## src/rtl/axis_burst_pkg.sv

```systemverilog
// Shared types for the line burst writer: read FSM states, segment FIFO entry layout and clogb2.
package axis_burst_pkg;

  localparam int unsigned AXI_LEN_W = 8;

  typedef enum logic [1:0] {
    StIdle = 2'd0,
    StAddr = 2'd1,
    StData = 2'd2
  } rd_state_e;

  // One entry per burst: AXI len (beats-1) and whether the burst closes a line.
  typedef struct packed {
    logic [AXI_LEN_W-1:0] len;
    logic                 line_end;
  } seg_t;

  function automatic int unsigned clogb2(input int unsigned value);
    int unsigned res;
    res = 0;
    while ((64'd1 << res) < 64'(value)) res++;
    return (res == 0) ? 32'd1 : res;
  endfunction

endpackage

```

## src/rtl/axis_sync_fifo.sv

```systemverilog
// Single-clock show-ahead FIFO with occupancy count; DEPTH need not be a power of two.
module axis_sync_fifo
  import axis_burst_pkg::*;
#(
  parameter int unsigned WIDTH = 8,
  parameter int unsigned DEPTH = 4,
  localparam int unsigned CntW = clogb2(DEPTH + 1)
) (
  input  logic             clk_i,
  input  logic             rst_i,
  input  logic             push_i,
  input  logic [WIDTH-1:0] wdata_i,
  input  logic             pop_i,
  output logic [WIDTH-1:0] rdata_o,
  output logic             full_o,
  output logic             empty_o,
  output logic [CntW-1:0]  count_o
);

  localparam int unsigned PtrW = clogb2(DEPTH);

  logic [WIDTH-1:0] mem_q [DEPTH];
  logic [PtrW-1:0]  wr_ptr_q, rd_ptr_q;
  logic [CntW-1:0]  cnt_q;
  logic             do_push, do_pop;

  assign full_o  = (cnt_q == CntW'(DEPTH));
  assign empty_o = (cnt_q == '0);
  assign count_o = cnt_q;
  assign do_push = push_i && !full_o;
  assign do_pop  = pop_i && !empty_o;
  assign rdata_o = mem_q[rd_ptr_q];

  always_ff @(posedge clk_i or posedge rst_i) begin
    if (rst_i) begin
      wr_ptr_q <= '0;
      rd_ptr_q <= '0;
      cnt_q    <= '0;
    end else begin
      if (do_push) begin
        wr_ptr_q <= (wr_ptr_q == PtrW'(DEPTH - 1)) ? '0 : wr_ptr_q + PtrW'(1);
      end
      if (do_pop) begin
        rd_ptr_q <= (rd_ptr_q == PtrW'(DEPTH - 1)) ? '0 : rd_ptr_q + PtrW'(1);
      end
      unique case ({do_push, do_pop})
        2'b10:   cnt_q <= cnt_q + CntW'(1);
        2'b01:   cnt_q <= cnt_q - CntW'(1);
        default: cnt_q <= cnt_q;
      endcase
    end
  end

  always_ff @(posedge clk_i) begin
    if (do_push) begin
      mem_q[wr_ptr_q] <= wdata_i;
    end
  end

endmodule

```

## src/rtl/axis_line_burst_writer.sv

```systemverilog
// AXIS line sink that cuts each line into bursts of at most BURST_LEN words for an AXI4 writer.
// Optional stream pattern checker enabled by defining AXIS_PATTERN_CHECK_EN.
module axis_line_burst_writer
  import axis_burst_pkg::*;
#(
  parameter int unsigned C_S_AXIS_TDATA_WIDTH = 32,
  parameter int unsigned C_ADDR_WIDTH         = 32,
  parameter int unsigned WORDS_PER_LINE       = 320,
  parameter int unsigned LINES_PER_FRAME      = 1024,
  parameter int unsigned BURST_LEN            = 16,
  parameter int unsigned FIFO_DEPTH           = 64,
  parameter logic [31:0] FRAME_BASE           = 32'h1000_0000,
  parameter logic [31:0] LINE_STRIDE          = 32'h0000_1000,
  parameter logic [31:0] FRAME_STRIDE         = 32'h0040_0000,
  parameter int unsigned FRAME_BUFS           = 3
) (
  input  logic                              S_AXIS_ACLK,
  input  logic                              S_AXIS_ARESET,
  input  logic                              S_AXIS_TVALID,
  input  logic [C_S_AXIS_TDATA_WIDTH-1:0]   S_AXIS_TDATA,
  input  logic [C_S_AXIS_TDATA_WIDTH/8-1:0] S_AXIS_TSTRB,
  input  logic                              S_AXIS_TLAST,
  output logic                              S_AXIS_TREADY,
  output logic                              REQ_VALID,
  input  logic                              REQ_READY,
  output logic [C_ADDR_WIDTH-1:0]           REQ_ADDR,
  output logic [AXI_LEN_W-1:0]              REQ_LEN,
  output logic                              WD_VALID,
  input  logic                              WD_READY,
  output logic [C_S_AXIS_TDATA_WIDTH-1:0]   WD_DATA,
  output logic                              WD_LAST,
  output logic                              FRAME_DONE,
  output logic                              ERR_LINE_LEN,
  output logic                              ERR_PATTERN
);

  localparam int unsigned W        = C_S_AXIS_TDATA_WIDTH;
  localparam int unsigned AW       = C_ADDR_WIDTH;
  localparam int unsigned Bytes    = W / 8;
  localparam int unsigned SegDepth = FIFO_DEPTH / BURST_LEN + 2;
  localparam int unsigned WidxW    = clogb2(WORDS_PER_LINE);
  localparam int unsigned SegCntW  = clogb2(BURST_LEN);
  localparam int unsigned LineW    = clogb2(LINES_PER_FRAME);
  localparam int unsigned BufW     = clogb2(FRAME_BUFS);
  localparam int unsigned OffW     = clogb2(WORDS_PER_LINE + 1);
  localparam int unsigned DataCntW = clogb2(FIFO_DEPTH + 1);
  localparam int unsigned SegCntFW = clogb2(SegDepth + 1);

  // Write side
  logic               out_en_q;
  logic [WidxW-1:0]   word_idx_q;
  logic [SegCntW-1:0] seg_cnt_q;
  logic               err_line_len_q;
  logic               beat, at_line_end, line_close, cut;
  logic               data_full, data_empty, seg_full, seg_empty;
  logic [W-1:0]       data_rd;
  seg_t               seg_wr, seg_rd;
  logic               unused_tstrb;
  logic [DataCntW-1:0] unused_data_cnt;
  logic [SegCntFW-1:0] unused_seg_cnt;

  // Read side
  rd_state_e            state_q, state_d;
  logic [AXI_LEN_W-1:0] len_q, beat_cnt_q;
  logic                 line_end_q;
  logic [OffW-1:0]      off_q;
  logic [LineW-1:0]     line_q;
  logic [BufW-1:0]      buf_q;
  logic                 frame_done_q;
  logic                 seg_pop, wd_fire, wd_last_beat;
  logic [AW-1:0]        req_addr;

  assign unused_tstrb = ^S_AXIS_TSTRB;

  // out_en_q keeps TREADY low while reset is asserted even though the FIFOs read empty.
  assign S_AXIS_TREADY = out_en_q && !data_full && !seg_full;
  assign beat          = S_AXIS_TVALID && S_AXIS_TREADY;
  assign at_line_end   = (word_idx_q == WidxW'(WORDS_PER_LINE - 1));
  assign line_close    = beat && (S_AXIS_TLAST || at_line_end);
  assign cut           = beat && ((seg_cnt_q == SegCntW'(BURST_LEN - 1)) || line_close);
  assign seg_wr        = '{len: AXI_LEN_W'(seg_cnt_q), line_end: line_close};

  always_ff @(posedge S_AXIS_ACLK or posedge S_AXIS_ARESET) begin
    if (S_AXIS_ARESET) begin
      out_en_q       <= 1'b0;
      word_idx_q     <= '0;
      seg_cnt_q      <= '0;
      err_line_len_q <= 1'b0;
    end else begin
      out_en_q <= 1'b1;
      if (beat) begin
        word_idx_q <= line_close ? '0 : word_idx_q + WidxW'(1);
        seg_cnt_q  <= cut ? '0 : seg_cnt_q + SegCntW'(1);
        if (S_AXIS_TLAST != at_line_end) begin
          err_line_len_q <= 1'b1;
        end
      end
    end
  end

  assign ERR_LINE_LEN = err_line_len_q;

`ifdef AXIS_PATTERN_CHECK_EN
  logic [LineW-1:0] wr_line_q;
  logic [3:0]       wr_frame_q;
  logic             err_pattern_q;
  logic [31:0]      pat_tag;
  logic [W-1:0]     pat_exp;

  assign pat_tag = {wr_frame_q, 12'(wr_line_q), 16'h0000};
  assign pat_exp = W'(word_idx_q) + W'(pat_tag);

  always_ff @(posedge S_AXIS_ACLK or posedge S_AXIS_ARESET) begin
    if (S_AXIS_ARESET) begin
      wr_line_q     <= '0;
      wr_frame_q    <= '0;
      err_pattern_q <= 1'b0;
    end else begin
      if (line_close) begin
        if (wr_line_q == LineW'(LINES_PER_FRAME - 1)) begin
          wr_line_q  <= '0;
          wr_frame_q <= wr_frame_q + 4'd1;
        end else begin
          wr_line_q <= wr_line_q + LineW'(1);
        end
      end
      if (beat && (S_AXIS_TDATA != pat_exp)) begin
        err_pattern_q <= 1'b1;
      end
    end
  end

  assign ERR_PATTERN = err_pattern_q;
`else
  assign ERR_PATTERN = 1'b0;
`endif

  axis_sync_fifo #(
    .WIDTH (W),
    .DEPTH (FIFO_DEPTH)
  ) u_data_fifo (
    .clk_i   (S_AXIS_ACLK),
    .rst_i   (S_AXIS_ARESET),
    .push_i  (beat),
    .wdata_i (S_AXIS_TDATA),
    .pop_i   (wd_fire),
    .rdata_o (data_rd),
    .full_o  (data_full),
    .empty_o (data_empty),
    .count_o (unused_data_cnt)
  );

  axis_sync_fifo #(
    .WIDTH ($bits(seg_t)),
    .DEPTH (SegDepth)
  ) u_seg_fifo (
    .clk_i   (S_AXIS_ACLK),
    .rst_i   (S_AXIS_ARESET),
    .push_i  (cut),
    .wdata_i (seg_wr),
    .pop_i   (seg_pop),
    .rdata_o (seg_rd),
    .full_o  (seg_full),
    .empty_o (seg_empty),
    .count_o (unused_seg_cnt)
  );

  assign seg_pop      = (state_q == StIdle) && !seg_empty;
  assign wd_fire      = WD_VALID && WD_READY;
  assign wd_last_beat = wd_fire && (beat_cnt_q == len_q);

  assign req_addr = AW'(FRAME_BASE)
                  + AW'(buf_q) * AW'(FRAME_STRIDE)
                  + AW'(line_q) * AW'(LINE_STRIDE)
                  + AW'(off_q) * AW'(Bytes);

  always_ff @(posedge S_AXIS_ACLK or posedge S_AXIS_ARESET) begin
    if (S_AXIS_ARESET) begin
      state_q <= StIdle;
    end else begin
      state_q <= state_d;
    end
  end

  always_comb begin
    state_d = state_q;
    unique case (state_q)
      StIdle:  if (!seg_empty) state_d = StAddr;
      StAddr:  if (REQ_READY) state_d = StData;
      StData:  if (wd_last_beat) state_d = StIdle;
      default: state_d = StIdle;
    endcase
  end

  always_comb begin
    REQ_VALID = 1'b0;
    REQ_ADDR  = '0;
    REQ_LEN   = '0;
    WD_VALID  = 1'b0;
    WD_DATA   = '0;
    WD_LAST   = 1'b0;
    unique case (state_q)
      StAddr: begin
        REQ_VALID = 1'b1;
        REQ_ADDR  = req_addr;
        REQ_LEN   = len_q;
      end
      StData: begin
        WD_VALID = !data_empty;
        if (!data_empty) begin
          WD_DATA = data_rd;
          WD_LAST = (beat_cnt_q == len_q);
        end
      end
      default: ;
    endcase
  end

  // Burst bookkeeping: addresses advance only once the whole burst has been handed over.
  always_ff @(posedge S_AXIS_ACLK or posedge S_AXIS_ARESET) begin
    if (S_AXIS_ARESET) begin
      len_q        <= '0;
      line_end_q   <= 1'b0;
      beat_cnt_q   <= '0;
      off_q        <= '0;
      line_q       <= '0;
      buf_q        <= '0;
      frame_done_q <= 1'b0;
    end else begin
      frame_done_q <= 1'b0;
      if (seg_pop) begin
        len_q      <= seg_rd.len;
        line_end_q <= seg_rd.line_end;
        beat_cnt_q <= '0;
      end
      if (wd_fire) begin
        beat_cnt_q <= beat_cnt_q + AXI_LEN_W'(1);
      end
      if (wd_last_beat) begin
        if (line_end_q) begin
          off_q <= '0;
          if (line_q == LineW'(LINES_PER_FRAME - 1)) begin
            line_q       <= '0;
            buf_q        <= (buf_q == BufW'(FRAME_BUFS - 1)) ? '0 : buf_q + BufW'(1);
            frame_done_q <= 1'b1;
          end else begin
            line_q <= line_q + LineW'(1);
          end
        end else begin
          off_q <= off_q + OffW'(len_q) + OffW'(1);
        end
      end
    end
  end

  assign FRAME_DONE = frame_done_q;

endmodule

```

## config.mk

```make
export PLATFORM = sky130hd
export DESIGN_NAME = axis_line_burst_writer
export DESIGN_NICKNAME = d
export VERILOG_FILES = /design/src/rtl/axis_burst_pkg.sv /design/src/rtl/axis_sync_fifo.sv /design/src/rtl/axis_line_burst_writer.sv
export SDC_FILE = /design/constraint.sdc
export NUM_CORES = 2
export LEC_CHECK = 0
export CORE_ASPECT_RATIO = 0.7
export CORE_UTILIZATION = 60
export DETAILED_ROUTE_END_ITERATION = 8
export GPL_TIMING_DRIVEN = 0
export MAX_ROUTING_LAYER = met4
export PLACE_DENSITY_LB_ADDON = 0.05
export RECOVER_POWER = 25
export REMOVE_ABC_BUFFERS = 1
export SYNTH_ARGS = -nofsm -noshare
export SYNTH_HDL_FRONTEND = slang
export SYNTH_SLANG_ARGS = --single-unit
```

## constraint.sdc

```tcl
create_clock -name S_AXIS_ACLK -period 4.48 [get_ports S_AXIS_ACLK]
set_clock_uncertainty 0.05 [all_clocks]
set_input_delay 0.448 -clock S_AXIS_ACLK [delete_from_list [all_inputs] [get_ports S_AXIS_ACLK]]
set_output_delay 0.448 -clock S_AXIS_ACLK [all_outputs]
set_load 0.02 [all_outputs]
```

==> out/metrics.json <==
{
  "drt_first_iter_violations": 6593,
  "synth.yosys.warnings": 0,
  "die_width_um": 448,
  "routed_wl_mm": 227,
  "max_stage_delay_ns": 0.64,
  "fp-row-count": 114,
  "dieArea_sq_um": 141000,
  "finalHoldViolations": 0,
  "seqCellArea_sq_um": 64400,
  "synthesis.instances": 3928,
  "core_region_area_sq_um": 138000,
  "timing.hold.worst_path_depth": 2,
  "cp_top_family": "simple AND/OR/NAND/NOR gates",
  "gp_congestion": 0.873,
  "multi_input_comb_area_sq_um": 19300,
  "detailedRoute.firstPassIterationCount": 6,
  "layout.filler_cells": 7974,
  "port_buffers": 101,
  "cts_tree": "yes",
  "cts_buffer_count": 191,
  "synth_top_cells_by_area": "sky130_fd_sc_hd__edfxtp_1, sky130_fd_sc_hd__mux4_2, sky130_fd_sc_hd__dfrtp_1",
  "yosys_register_bits": 2158,
  "run_status": "finished with violations",
  "power.density_nw_per_um2": 553,
  "maxCapViolCount": 26,
  "clk_transition_reported_paths_ns": 0.07,
  "critical_path.slowest_cell": "sky130_fd_sc_hd__dfrtp_4",
  "design.final.nets": 4287,
  "endpoint_kind": "output port",
  "grt_overflow_total": 0,
  "max_freq_mhz": 220,
  "postLayoutSetupSlackWorst_ns": -0.0656,
  "timing.hold.worst.class": "input port to register",
  "routed-via-count": 43200,
  "final_min_period_over_clock_period": 1.01,
  "grt_first_pass_wirelength_mm": 317,
  "number_of_antenna_violations_at_the_first_check_in_global_routing": 12,
  "top_ports": 121,
  "worst_hold_path.endpoint": "state_q[1]",
  "drive_gt1_frac": 0.263,
  "groute.layer.met3.usage": 0.0642,
  "crit_path_max_fanout": 45,
  "ctsHtreeMaxLevel": 4,
  "synth_cell_types": 71,
  "timing_worst_setup_path_type": "register to output port",
  "wire_per_inst_um": 36.3,
  "finish.utilization": 0.707,
  "layout-area-overhead-vs-synth_pct": 16.7,
  "worstPathCellList": "buf_16 -> nor2_4 -> buf_12 -> nand2_4 -> o22ai_1 -> nor4_4 -> a31o_2 -> dlygate4sd2_1",
  "clock_tree.buffer_depth": 3,
  "first_global_vias": 42400,
  "worst_slew_margin": -0.824,
  "critical_path_arrival_ns": 4.05,
  "regToRegSetupSlack_ns": 0.29,
  "leakagePower_uw": 0.0310,
  "globalRouteMet2Util": 0.483,
  "netlist.area_leader.share": 0.745,
  "max_slew.worst_pin.slew_ns": 2.74,
  "grt.total_usage": 0.339,
  "ir_drop_uv": 425,
  "crit_path_start_kind": "register",
  "globalRoute.busiestLayer": "met1",
  "failed_checks": "capacitance limit, slew limit, setup timing",
  "die_h_um": 315,
  "hp-start": "REQ_READY",
  "critPathBufInv": 3,
  "critical_path.startpoint": "u_data_fifo.rd_ptr_q[3]",
  "insertion_delay_ns": 0.84,
  "largest_net_degree_at_the_start_of_global_routing": 65,
  "timing.final.max_slew_violations": 942,
  "postSynthAreaPerCell_sq_um": 21.3,
  "grt_util_met1": 0.498,
  "crit_required_ns": 3.98,
  "drc": 0,
  "synth_enable_flop_cells": 2078,
  "antenna_left": 0,
  "post-synth-top-area-cell": "sky130_fd_sc_hd__edfxtp_1",
  "start_util": 0.606,
  "postSynth.topFlopCell": "sky130_fd_sc_hd__edfxtp_1",
  "syn-cell-area_sq_um": 83700,
  "yosysSeqAreaShare": 0.769,
  "post_drt_via_cell_ratio": 6.92,
  "clock-sinks": 2158,
  "async_flop_share": 0.0371,
  "ctsRootBufferMaster": "sky130_fd_sc_hd__clkbuf_16",
  "min_period_ns": 4.55,
  "numPlacedInstances": 5804,
  "layoutNonFillerInstCount": 6252,
  "dp_hpwl_mm": 136,
  "rr_worst_depth": 12,
  "reg2reg_from": "u_data_fifo.count_o[5]",
  "rr_endpoint": "u_data_fifo.count_o[6]",
  "timing.final.setup_violations": 2
}
-- final cells by class --
type,count,area share
tap,1856,0.0238
clock inverter,109,0.0101
antenna,11,0.000282
inverter,21,0.000884
multi-input combinational,1525,0.197
sequential,2158,0.659
clock buffer,241,0.0526
timing repair buffer,331,0.0556
-- cells by family after synthesis --
kind of cell,after synthesis,share of synthesized area
flops,2158,0.769
compound gates,405,0.0344
mux,679,0.152
fa+ha+maj,17,0.00272
simple gates,378,0.0224
buf+inv,260,0.0159
other cells,2,0.0000897
xor+xnor,29,0.00303
-- layout by cell type, fill, tap and decap left out, types with 12 or more instances in the layout --
cell	count
sky130_fd_sc_hd__clkdlybuf4s50_1	40
sky130_fd_sc_hd__nor2b_1	13
sky130_fd_sc_hd__o221ai_1	30
sky130_fd_sc_hd__o31ai_1	13
sky130_fd_sc_hd__a221oi_1	13
sky130_fd_sc_hd__clkbuf_16	198
sky130_fd_sc_hd__buf_2	12
sky130_fd_sc_hd__buf_4	32
sky130_fd_sc_hd__buf_16	54
sky130_fd_sc_hd__ha_1	14
sky130_fd_sc_hd__clkbuf_1	77
sky130_fd_sc_hd__nor2_4	65
sky130_fd_sc_hd__buf_12	85
sky130_fd_sc_hd__nand3_1	33
sky130_fd_sc_hd__mux4_2	475
sky130_fd_sc_hd__dfrtp_1	75
sky130_fd_sc_hd__inv_1	18
sky130_fd_sc_hd__clkinv_1	45
sky130_fd_sc_hd__a22o_1	17
sky130_fd_sc_hd__mux2i_1	181
sky130_fd_sc_hd__xnor2_1	12
sky130_fd_sc_hd__and2_1	22
sky130_fd_sc_hd__nor2_1	35
sky130_fd_sc_hd__xor2_1	17
sky130_fd_sc_hd__a22oi_1	41
sky130_fd_sc_hd__edfxtp_1	2078
sky130_fd_sc_hd__o21ai_0	61
sky130_fd_sc_hd__bufinv_16	18
sky130_fd_sc_hd__clkinv_2	31
sky130_fd_sc_hd__a21oi_1	38
sky130_fd_sc_hd__conb_1	16
sky130_fd_sc_hd__bufbuf_16	31
sky130_fd_sc_hd__dlygate4sd2_1	23
sky130_fd_sc_hd__o22ai_1	46
sky130_fd_sc_hd__nand2_1	86
-- metrics by stage --
stage                     setup slack [ns]  setup TNS [ns]  total power (uW)  hold slack [ns]  cell area [sq um]
after floorplan                     -18.71         -696.65             30000            0.386              82500
after detailed placement             -1.09         -104.77             35700            0.394              89500
after global placement              -28.52        -4133.89             31300            0.393              85900
after global routing              -0.00274        -0.00454             55600            0.211              97700
final                              -0.0656         -0.0686             54000            0.227              97700
after CTS                           -0.202          -0.232             54000          0.00694              97900
-- routing by layer --
metal | part of all wire | wire length, um
met2 | 0.45 | 103000
met3 | 0.11 | 25400
met4 | 0.037 | 8310
met5 | 0 | 0
met1 | 0.40 | 90400
-- worst register-to-register path: cells and delay by family (launching register included) --
family,cells,cell delay (ns)
DFF,1,0.47
and+or+nand+nor,3,1.22
AOI/OAI and AO/OA,4,1.22
buffers and inverters,1,0.26
xor gates and xnor gates,2,0.33
adders and majority gates,2,0.57
-- where the power goes --
part           switching [uW]  internal [uW]
Sequential                448          22600
Clock                    7200           9130
Combinational            7710           6940
Total                   15400          38700
-- Yosys cell counts (all sizes together) (9+ instances only) --
cell type,count
nand2b,12
o21ai,76
and3,9
ha,15
dfrtp,80
and2,26
inv,20
nor3,13
nor2b,16
o41ai,16
a22o,23
a211oi,17
mux2i,198
nor2,100
a221oi,13
o31ai,14
a21oi,44
a32o,10
nand2,92
o21a,10
o22ai,46
xor2,17
nand3,48
mux4,475
nand3b,9
nand4,11
nor4,11
o221ai,30
edfxtp,2078
xnor2,12
clkbuf,104
o2111ai,9
buf,135
a22oi,43
-- registers in the layout, indices dropped and copies added, names as in the netlist, 4 cells and up --
name and count:
beat_cnt_q 8, len_q 4, line_q 10, off_q 9
seg_cnt_q 4, u_data_fifo.count_o 7, u_data_fifo.mem_q 2048, u_data_fifo.rd_ptr_q 6
u_data_fifo.wr_ptr_q 6, u_seg_fifo.mem_q 30, word_idx_q 9
-- timing repair --
item	CTS	global route
endpoints found under the setup margin	275	12
cloned	36	0
setup buffers	39	1
hold buffers	11	0
hold endpoints to repair	181	0
gates resized for setup	171	12
pin swaps	29	6
-- worst max path at each step --
stage                             end  slack [ns]  cells after the start
after global routing       WD_DATA[0]      -0.003                      8
after floorplan           WD_DATA[11]      -18.71                      4
after global placement     WD_DATA[4]      -28.52                      5
after CTS                  WD_DATA[8]       -0.20                     10
after detailed placement   WD_DATA[8]       -1.09                     10
final                     WD_DATA[22]       -0.07                      8
(Power assumes the default switching activity.)
